===== src/rtl/pattern_ser_pkg.sv =====
// Shared definitions for the pattern serializer: FSM state encoding and gap counter width.
package pattern_ser_pkg;

    typedef enum logic [1:0] {
        IDLE  = 2'b00,
        SHIFT = 2'b01,
        GAP   = 2'b10
    } state_t;

    localparam int GAP_CNT_W = 8;

endpackage


===== src/rtl/pattern_ser_cnt.sv =====
// Loadable down counter that saturates at zero and flags when it is there.
module pattern_ser_cnt #(
    parameter int W = 8
) (
    input  logic         clk,
    input  logic         reset_n,
    input  logic         load,
    input  logic [W-1:0] load_val,
    input  logic         dec,
    output logic         zero
);

    logic [W-1:0] count;

    // load wins over dec; dec never takes the counter below zero
    always_ff @(posedge clk or negedge reset_n) begin
        if (!reset_n) begin
            count <= '0;
        end else if (load) begin
            count <= load_val;
        end else if (dec && count != '0) begin
            count <= count - W'(1);
        end
    end

    assign zero = (count == '0);

endmodule


===== src/rtl/pattern_serializer.sv =====
// Parallel-to-serial pattern transmitter, MSB first, with optional idle gap between words.
// Define PATTERN_SER_PARITY_EN to append an even-parity bit to every word.
module pattern_serializer
    import pattern_ser_pkg::*;
#(
    parameter int WIDTH      = 4,
    parameter int GAP_CYCLES = 1
) (
    input  logic             clk,
    input  logic             reset_n,
    input  logic [WIDTH-1:0] word_in,
    input  logic             word_valid,
    output logic             word_ready,
    output logic             dout,
    output logic             dout_valid,
    output logic             done,
    output logic             busy,
    output logic [1:0]       state_dbg
);

`ifdef PATTERN_SER_PARITY_EN
    localparam int SH_W = WIDTH + 1;
`else
    localparam int SH_W = WIDTH;
`endif
    localparam int                    CNT_W      = $clog2(WIDTH + 1);
    localparam logic [CNT_W-1:0]      BIT_LOAD   = CNT_W'(SH_W - 1);
    localparam int                    GAP_LOAD_I = (GAP_CYCLES > 0) ? GAP_CYCLES - 1 : 0;
    localparam logic [GAP_CNT_W-1:0]  GAP_LOAD   = GAP_CNT_W'(GAP_LOAD_I);
    localparam bit                    GAPLESS    = (GAP_CYCLES == 0);

    state_t          state;
    logic [SH_W-1:0] shreg;
    logic [SH_W-1:0] load_word;
    logic            bit_zero;
    logic            gap_zero;
    logic            accept;
    logic            gap_load;

`ifdef PATTERN_SER_PARITY_EN
    assign load_word = {word_in, ^word_in};
`else
    assign load_word = word_in;
`endif

    // Handshake: a word transfers on any clk edge where word_valid && word_ready;
    // word_in is ignored otherwise and the sender must hold word_valid until then.
    always_comb begin
        word_ready = 1'b1;
        case (state)
            SHIFT:   word_ready = GAPLESS && bit_zero;
            GAP:     word_ready = 1'b0;
            default: word_ready = 1'b1;
        endcase
    end

    assign accept   = word_valid && word_ready;
    assign gap_load = (state == SHIFT) && bit_zero && !GAPLESS;

    pattern_ser_cnt #(.W(CNT_W)) u_bit_cnt (
        .clk      (clk),
        .reset_n  (reset_n),
        .load     (accept),
        .load_val (BIT_LOAD),
        .dec      (state == SHIFT),
        .zero     (bit_zero)
    );

    pattern_ser_cnt #(.W(GAP_CNT_W)) u_gap_cnt (
        .clk      (clk),
        .reset_n  (reset_n),
        .load     (gap_load),
        .load_val (GAP_LOAD),
        .dec      (state == GAP),
        .zero     (gap_zero)
    );

    always_ff @(posedge clk or negedge reset_n) begin
        if (!reset_n) begin
            state      <= IDLE;
            shreg      <= '0;
            dout_valid <= 1'b0;
            busy       <= 1'b0;
        end else begin
            case (state)
                SHIFT: begin
                    if (bit_zero && accept) begin
                        shreg <= load_word;
                    end else begin
                        shreg <= shreg << 1;
                        if (bit_zero) begin
                            state      <= GAPLESS ? IDLE : GAP;
                            dout_valid <= 1'b0;
                            busy       <= !GAPLESS;
                        end
                    end
                end
                GAP: begin
                    if (gap_zero) begin
                        state <= IDLE;
                        busy  <= 1'b0;
                    end
                end
                default: begin
                    state <= IDLE;
                    if (accept) begin
                        shreg      <= load_word;
                        state      <= SHIFT;
                        dout_valid <= 1'b1;
                        busy       <= 1'b1;
                    end
                end
            endcase
        end
    end

    // shreg is fully shifted out (all zero) whenever the block is not sending
    assign dout      = shreg[SH_W-1];
    assign done      = dout_valid && bit_zero;
    assign state_dbg = state;

endmodule


===== config.mk =====
export PLATFORM = sky130hd
export DESIGN_NAME = pattern_serializer
export DESIGN_NICKNAME = d
export VERILOG_FILES = /design/src/rtl/pattern_ser_pkg.sv /design/src/rtl/pattern_ser_cnt.sv /design/src/rtl/pattern_serializer.sv
export SDC_FILE = /design/constraint.sdc
export NUM_CORES = 1
export LEC_CHECK = 0
export ABC_CLOCK_PERIOD_IN_PS = 2000
export BUFFER_PORTS_ARGS = -buffer_cell sky130_fd_sc_hd__clkbuf_2
export CAP_MARGIN = 20
export CORE_UTILIZATION = 50
export CTS_CLUSTER_SIZE = 12
export DETAILED_ROUTE_END_ITERATION = 8
export GPL_ROUTABILITY_DRIVEN = 0
export HOLD_SLACK_MARGIN = 0.06
export PLACE_DENSITY = 0.82
export SLEW_MARGIN = 40
export SYNTH_ARGS = -nofsm -noshare
export SYNTH_HDL_FRONTEND = slang
export SYNTH_SLANG_ARGS = --single-unit

===== constraint.sdc =====
create_clock -name clk -period 2 [get_ports clk]
set_clock_uncertainty 0.2 [all_clocks]
set_input_delay 0.2 -clock clk [delete_from_list [all_inputs] [get_ports clk]]
set_output_delay 0.2 -clock clk [all_outputs]
set_load 0.005 [all_outputs]

Word level (Yosys, flattened, before mapping)
Index checks and enable logic that the tools add are counted.
{"block": "word_totals", "output_inout_bits": 7, "ff_bits": 19}
{"block": "op_classes", "n_eq_ne": 5, "n_bitwise": 1, "addsub": 2, "muxes": 21, "reduce_logical": 19}
{"cell": "two-way mux 8 bit", "n": 2}
{"cell": "zero test 8 bit", "n": 1}
{"cell": "two-way mux 1 bit", "n": 8}
{"cell": "two-way mux 4 bit", "n": 2}
{"cell": "one-hot mux 4 bit (2 select lines)", "n": 1}
{"cell": "AND reduction 4 bit", "n": 2}
{"cell": "nonzero test 8 bit", "n": 1}
{"cell": "subtractor 8 x 1 -> 8 bit (second input constant)", "n": 1}
{"cell": "logical AND 1 bit", "n": 6}
{"cell": "two-way mux 2 bit", "n": 3}
{"cell": "two-way mux 3 bit", "n": 2}
{"cell": "inequality test 2 bit (second input constant)", "n": 3}
{"cell": "nonzero test 2 bit", "n": 3}
{"cell": "nonzero test 3 bit", "n": 2}
{"cell": "one-hot mux 1 bit (2 select lines)", "n": 2}
{"cell": "one-hot mux 2 bit (2 select lines)", "n": 1}
{"cell": "zero test 3 bit", "n": 1}
{"cell": "AND reduction 3 bit", "n": 1}
{"cell": "subtractor 3 x 1 -> 3 bit (second input constant)", "n": 1}
{"cell": "== test 2 x 1 -> 1 bit (second input constant)", "n": 1}
{"cell": "== test 2 bit (second input constant)", "n": 1}
{"cell": "AND reduction 2 bit", "n": 1}
{"cell": "OR reduction 2 bit", "n": 1}
{"cell": "NOT 1 bit", "n": 1}

Depth between registers and ports, before layout
{"block": "depth", "ltp_word": 7, "depth_mapped": 6, "depth_no_buf": 6}

Modules after synthesis
From an unflattened synthesis, not the netlist that was laid out.
{"block": "hier_totals", "hier_cells": 128, "area_unflattened_um2": 1231.2}
{"mod": "pattern_ser_cnt (u_gap_cnt)", "seq_area_each_um2": 200.2, "n_inst": 1, "cells_each": 58, "area_each_um2": 528.0}
{"mod": "pattern_serializer", "seq_area_each_um2": 200.2, "n_inst": 1, "cells_each": 51, "area_each_um2": 495.5}
{"mod": "pattern_ser_cnt (u_bit_cnt)", "seq_area_each_um2": 75.1, "n_inst": 1, "cells_each": 19, "area_each_um2": 207.7}

Worst setup path before layout
OpenSTA, ideal clock, no wires.
{"block": "synth_path", "kind": "reg-to-reg", "start": "register state[0], in the netlist state_dbg[0]", "end": "register u_gap_cnt.count[5]", "stages_incl_launch_ff": 6, "setup_slack_ns": 0.062, "path_buffers": 0, "t_required_ns": 1.722, "t_arrival_ns": 1.661, "setup_time_ns": 0.078, "period_less_slack_ns": 1.938, "cell_sequence": "dfrtp_1 -> inv_1 -> ha_1 -> or3b_4 -> or4_1 -> a21oi_1"}
{"block": "synth_via", "elab_chain_cells": 3, "elab_cells_between_ends": 6}
{"element": "start, declared", "line": "pattern_serializer.sv:32", "rtl": "state_t state;"}
{"element": "start signal, assigned", "line": "pattern_serializer.sv:92", "rtl": "state <= GAPLESS ? IDLE : GAP;"}
{"element": "== test 2 x 1 -> 1 bit / == test 2 bit (equally long branches)", "line": "pattern_serializer.sv:58, pattern_serializer.sv:74"}
{"element": "logical AND 1 bit, on equally long branches", "line": "pattern_serializer.sv:58, pattern_ser_cnt.sv:21"}
{"element": "two-way mux 8 bit / nonzero test 2 bit (equally long branches)"}
{"element": "end signal, assigned", "line": "pattern_ser_cnt.sv:20", "rtl": "count <= load_val;"}
{"element": "end signal, assigned", "line": "pattern_ser_cnt.sv:22", "rtl": "count <= count - W'(1);"}
{"element": "end, declared", "line": "pattern_ser_cnt.sv:13", "rtl": "logic [W-1:0] count;"}
Several ways; a longest one is shown, not always the timed one.
A chain may end at the register's enable or synchronous reset.

Worst setup path in the final report
{"block": "layout_path", "start": "register u_gap_cnt.count[0]", "end": "register u_gap_cnt.count[5]"}
{"block": "layout_via", "elab_chain_cells": 3, "elab_cells_between_ends": 6}
{"element": "subtractor 8 x 1 -> 8 bit / nonzero test 8 bit (equally long branches)", "line": "pattern_ser_cnt.sv:22, pattern_ser_cnt.sv:21"}
{"element": "two-way mux 8 bit / logical AND 1 bit (equally long branches)", "line": "pattern_ser_cnt.sv:21", "rtl": "end else if (dec && count != '0) begin"}
{"element": "two-way mux 8 bit / nonzero test 2 bit (equally long branches)"}
Several ways; a longest one is shown, not always the timed one. The select of a mux whose other input is x is not followed.

==> flow_metrics.py <==
metrics = {
    "hold_path": {
        "min_from": "word_in[1]",
        "hold_class": "input pin to register",
        "hold_path_depth": 3,
        "min_to": "shreg[1]$_DFFE_PN0P_",
    },
    "cts": {
        "htreeDepth": 1,
        "cts_buffers": 3,
        "cts_num_sinks": 19,
        "clock_latency_ns": 0.30,
        "cts_max_path_buffers": 2,
        "cts-root-buf": "clkbuf_4",
        "cts_tree": "yes",
        "path_clk_slew_ns": 0.11,
    },
    "detailed_routing": {
        "drt_iter0_markers": 26,
        "drt-total-wl_mm": 2.50,
        "drc": 0,
        "wl_per_cell_um": 14.9,
        "drt-pass1-iter-count": 4,
        "viasPerCell": 5.89,
        "num_vias": 990,
        "antenna_left": 0,
    },
    "synthesis": {
        "synth_cell_type_count": 40,
        "synth_cells": 112,
        "seq_area_frac_synth_pct": 42.8,
        "synth_top_area_cell": "dfrtp_1",
        "synth_area_leaders": "dfrtp_1, ha_1, inv_1",
        "syn_area_per_cell_um2": 9.91,
        "ys_seq_elements": 19,
        "synth_edf_count": 0,
        "synthArstFlopShare_pct": 100,
        "synth_warnings": 0,
        "synth.top_cell.area_share_pct": 42.8,
        "synth_flop_cell": "dfrtp_1",
        "synth.cell_area_mm2": 0.00111,
        "synth_nets": 125,
    },
    "worst_setup_path": {
        "critPathLaunchType": "register",
        "slowest_stage": "or4_4",
        "cp.arrival_ns": 1.99,
        "crit_family": "simple AND/OR/NAND/NOR gates",
        "r2r_setup_slack_ns": 0.04,
        "end_kind": "register",
        "crit_type": "register to register",
        "required_ns": 2.04,
        "crit_chain": "inv_1 -> ha_1 -> nor4b_2 -> buf_4 -> or4_4 -> a21oi_2",
        "reg2reg_from": "u_gap_cnt.count[0]$_DFFE_PN0P_",
        "critical_path_buf_inv_count": 2,
        "r2r_end": "u_gap_cnt.count[5]$_DFFE_PN0P_",
        "ff2ff_path_depth": 6,
        "cp_max_fo": 9,
        "cpPeakStageDelay_ns": 0.52,
    },
    "grt": {
        "grt_max_degree": 20,
        "grt_antenna_before_repair": 0,
        "grt_pass1_wl_mm": 4.09,
        "first_global_vias": 897,
        "grt_usage_pct": 22.4,
        "overflow": 0,
    },
    "sta": {
        "worst_pin_slew_ns": 0.542,
        "rsz0062_at_grt": "true",
        "fmax_ghz": 0.511,
        "drv_slew": 0,
        "fin_ws_ns": 0.0431,
        "period_share_pct": 97.8,
        "relSlewSlack_pct": 63.6,
        "hold_viol": 0,
        "finalCriticalPeriod_ns": 1.96,
        "finalSetupViolations": 0,
    },
    "layout": {
        "area_delta_synth_final_pct": 23.8,
        "fin_nets": 155,
        "multi_input_area_um2": 621,
        "register_area_um2": 475,
        "drive_above_1_share_pct": 30.5,
        "antennaDiodeCount": 0,
        "n_fill_cell": 158,
    },
    "pwr": {
        "leakage_uw": 0.000626,
        "total_power_uw": 1460,
        "clkPwrFrac_pct": 13.3,
        "swShare_pct": 37.7,
        "p_comb_share_pct": 50.0,
        "p_sw_uw": 549,
        "power_frac_seq_pct": 36.8,
        "vdd_drop_max_mv": 0.783,
        "p_per_area_mw_per_mm2": 1060,
        "internal-power_uw": 908,
    },
    "placed_design": {
        "pre_cts_ws_ns": -0.00479,
        "io_buffers": 13,
        "dp_hpwl_mm": 1.78,
    },
    "floorplan": {
        "core-area_mm2": 0.00202,
        "die_area_mm2": 0.00241,
        "die_w_um": 49.1,
        "initial_utilization_pct": 54.9,
        "die-height_um": 49.1,
        "io_pins": 14,
        "placementRows": 16,
    },
    "flow_run": {
        "cap_violations": 0,
    },
    "outcome": {
        "status": "completed",
    },
}
-- per-stage QoR --
stage / setup TNS [ns] / util, % / std cells / hold slack, ns / cell area (µm²)
2_1_floorplan: 0 / - / 112 / -0.296 / 1110
3_3_place_gp: 0 / 62.4 / 158 / -0.0204 / 1260
3_5_place_dp: -0.00479 / 62.4 / 158 / -0.0207 / 1260
4_1_cts: 0 / 64.7 / 164 / 0.0862 / 1310
5_1_grt: -0.0164 / 67.9 / 168 / 0.101 / 1370
6_report: 0 / 67.9 / 168 / 0.0969 / 1370
-- tightest hold or removal path: cells and delay by family --
family                 cells  cell delay [ns]
AOI/OAI and AO/OA          2             0.29
buffers and inverters      1             0.07
-- registers in the layout, summed over array words and instances (netlist names) --
signal,count
dout_valid,1
state_dbg,2
busy,1
shreg,4
u_bit_cnt.count,3
u_gap_cnt.count,8
-- layout by cell type (no fill, tap or decap), types with 4 or more instances in the layout --
master / instances
dfrtp_1: 19
a21oi_1: 5
ha_1: 4
nand2_1: 8
a21boi_0: 4
buf_4: 12
a211oi_1: 4
inv_1: 11
clkbuf_2: 13
o21ai_0: 5
-- per-layer routing --
| metal | vias to the layer above | global-route usage (%) | share of wire [%] |
|---|---|---|---|
| li1 | 490 | - | - |
| met1 | 471 | 30.1 | 45 |
| met2 | 25 | 35.2 | 49 |
| met3 | 4 | 3.74 | 4.1 |
| met4 | 0 | 10.3 | 1.6 |
| met5 | - | 0 | 0 |
-- cells in the mapped netlist (3+ instances only) --
cell      count
a311o_1       3
a21oi_1       7
or4_1         3
o211ai_1      3
dfrtp_1      19
or3_1         3
a21boi_0      4
a211oi_1      4
inv_1        11
o22a_1        3
ha_1          6
nand2_1       8
nor2_1        3
o21ai_0       6
-- how the worst max path moves through the flow --
stage                                               from                              to  slack (ns)  depth (start not counted)
final                     u_gap_cnt.count[0]$_DFFE_PN0P_  u_gap_cnt.count[5]$_DFFE_PN0P_        0.04                          6
after global routing      u_gap_cnt.count[0]$_DFFE_PN0P_  u_gap_cnt.count[5]$_DFFE_PN0P_       -0.02                          6
after CTS                 u_bit_cnt.count[0]$_DFFE_PN0P_  u_gap_cnt.count[7]$_DFFE_PN0P_      0.0001                          6
after detailed placement  u_gap_cnt.count[0]$_DFFE_PN0P_        state_dbg[0]$_DFFE_PN0P_      -0.005                          5
after global placement    u_gap_cnt.count[0]$_DFFE_PN0P_        state_dbg[0]$_DFFE_PN0P_        0.07                          5
after floorplan                 state_dbg[0]$_DFFE_PN0P_  u_gap_cnt.count[5]$_DFFE_PN0P_        0.06                          5
-- kinds of logic after synthesis --
group | Yosys count | share of synthesized area, %
AOI/OAI and AO/OA | 42 | 27.8
xor gates and xnor gates | 1 | 0.789
adders and majority gates | 6 | 6.76
buffers and inverters | 13 | 4.40
DFF | 19 | 42.8
muxes | 2 | 1.92
and+or+nand+nor | 29 | 15.4
-- power groups by stage --
stage                     Sequential [µW]  Clock, µW  Combinational (µW)
after floorplan                       542          0                 458
after global placement                537          0                 666
after detailed placement              544          0                 705
after CTS                             536        205                 713
after global routing                  545        212                 814
final                                 536        193                 728
-- cell type report --
cell class	count	area share, %
clock buffer	3	1.64
clock inverter	1	0.364
inverter	11	3.01
multi-input combinational	80	45.2
sequential	19	34.6
tap	27	2.46
timing repair buffer	27	12.8
-- what timing repair did --
action	4_1_cts	5_1_grt
endpoints found under the hold margin	20	0
setup endpoints to repair	2	8
setup buffers	0	4
hold buffers	2	0
gates resized for setup	1	10
pin swaps	0	4
gates cloned	0	0
(Power assumes the default switching activity.)
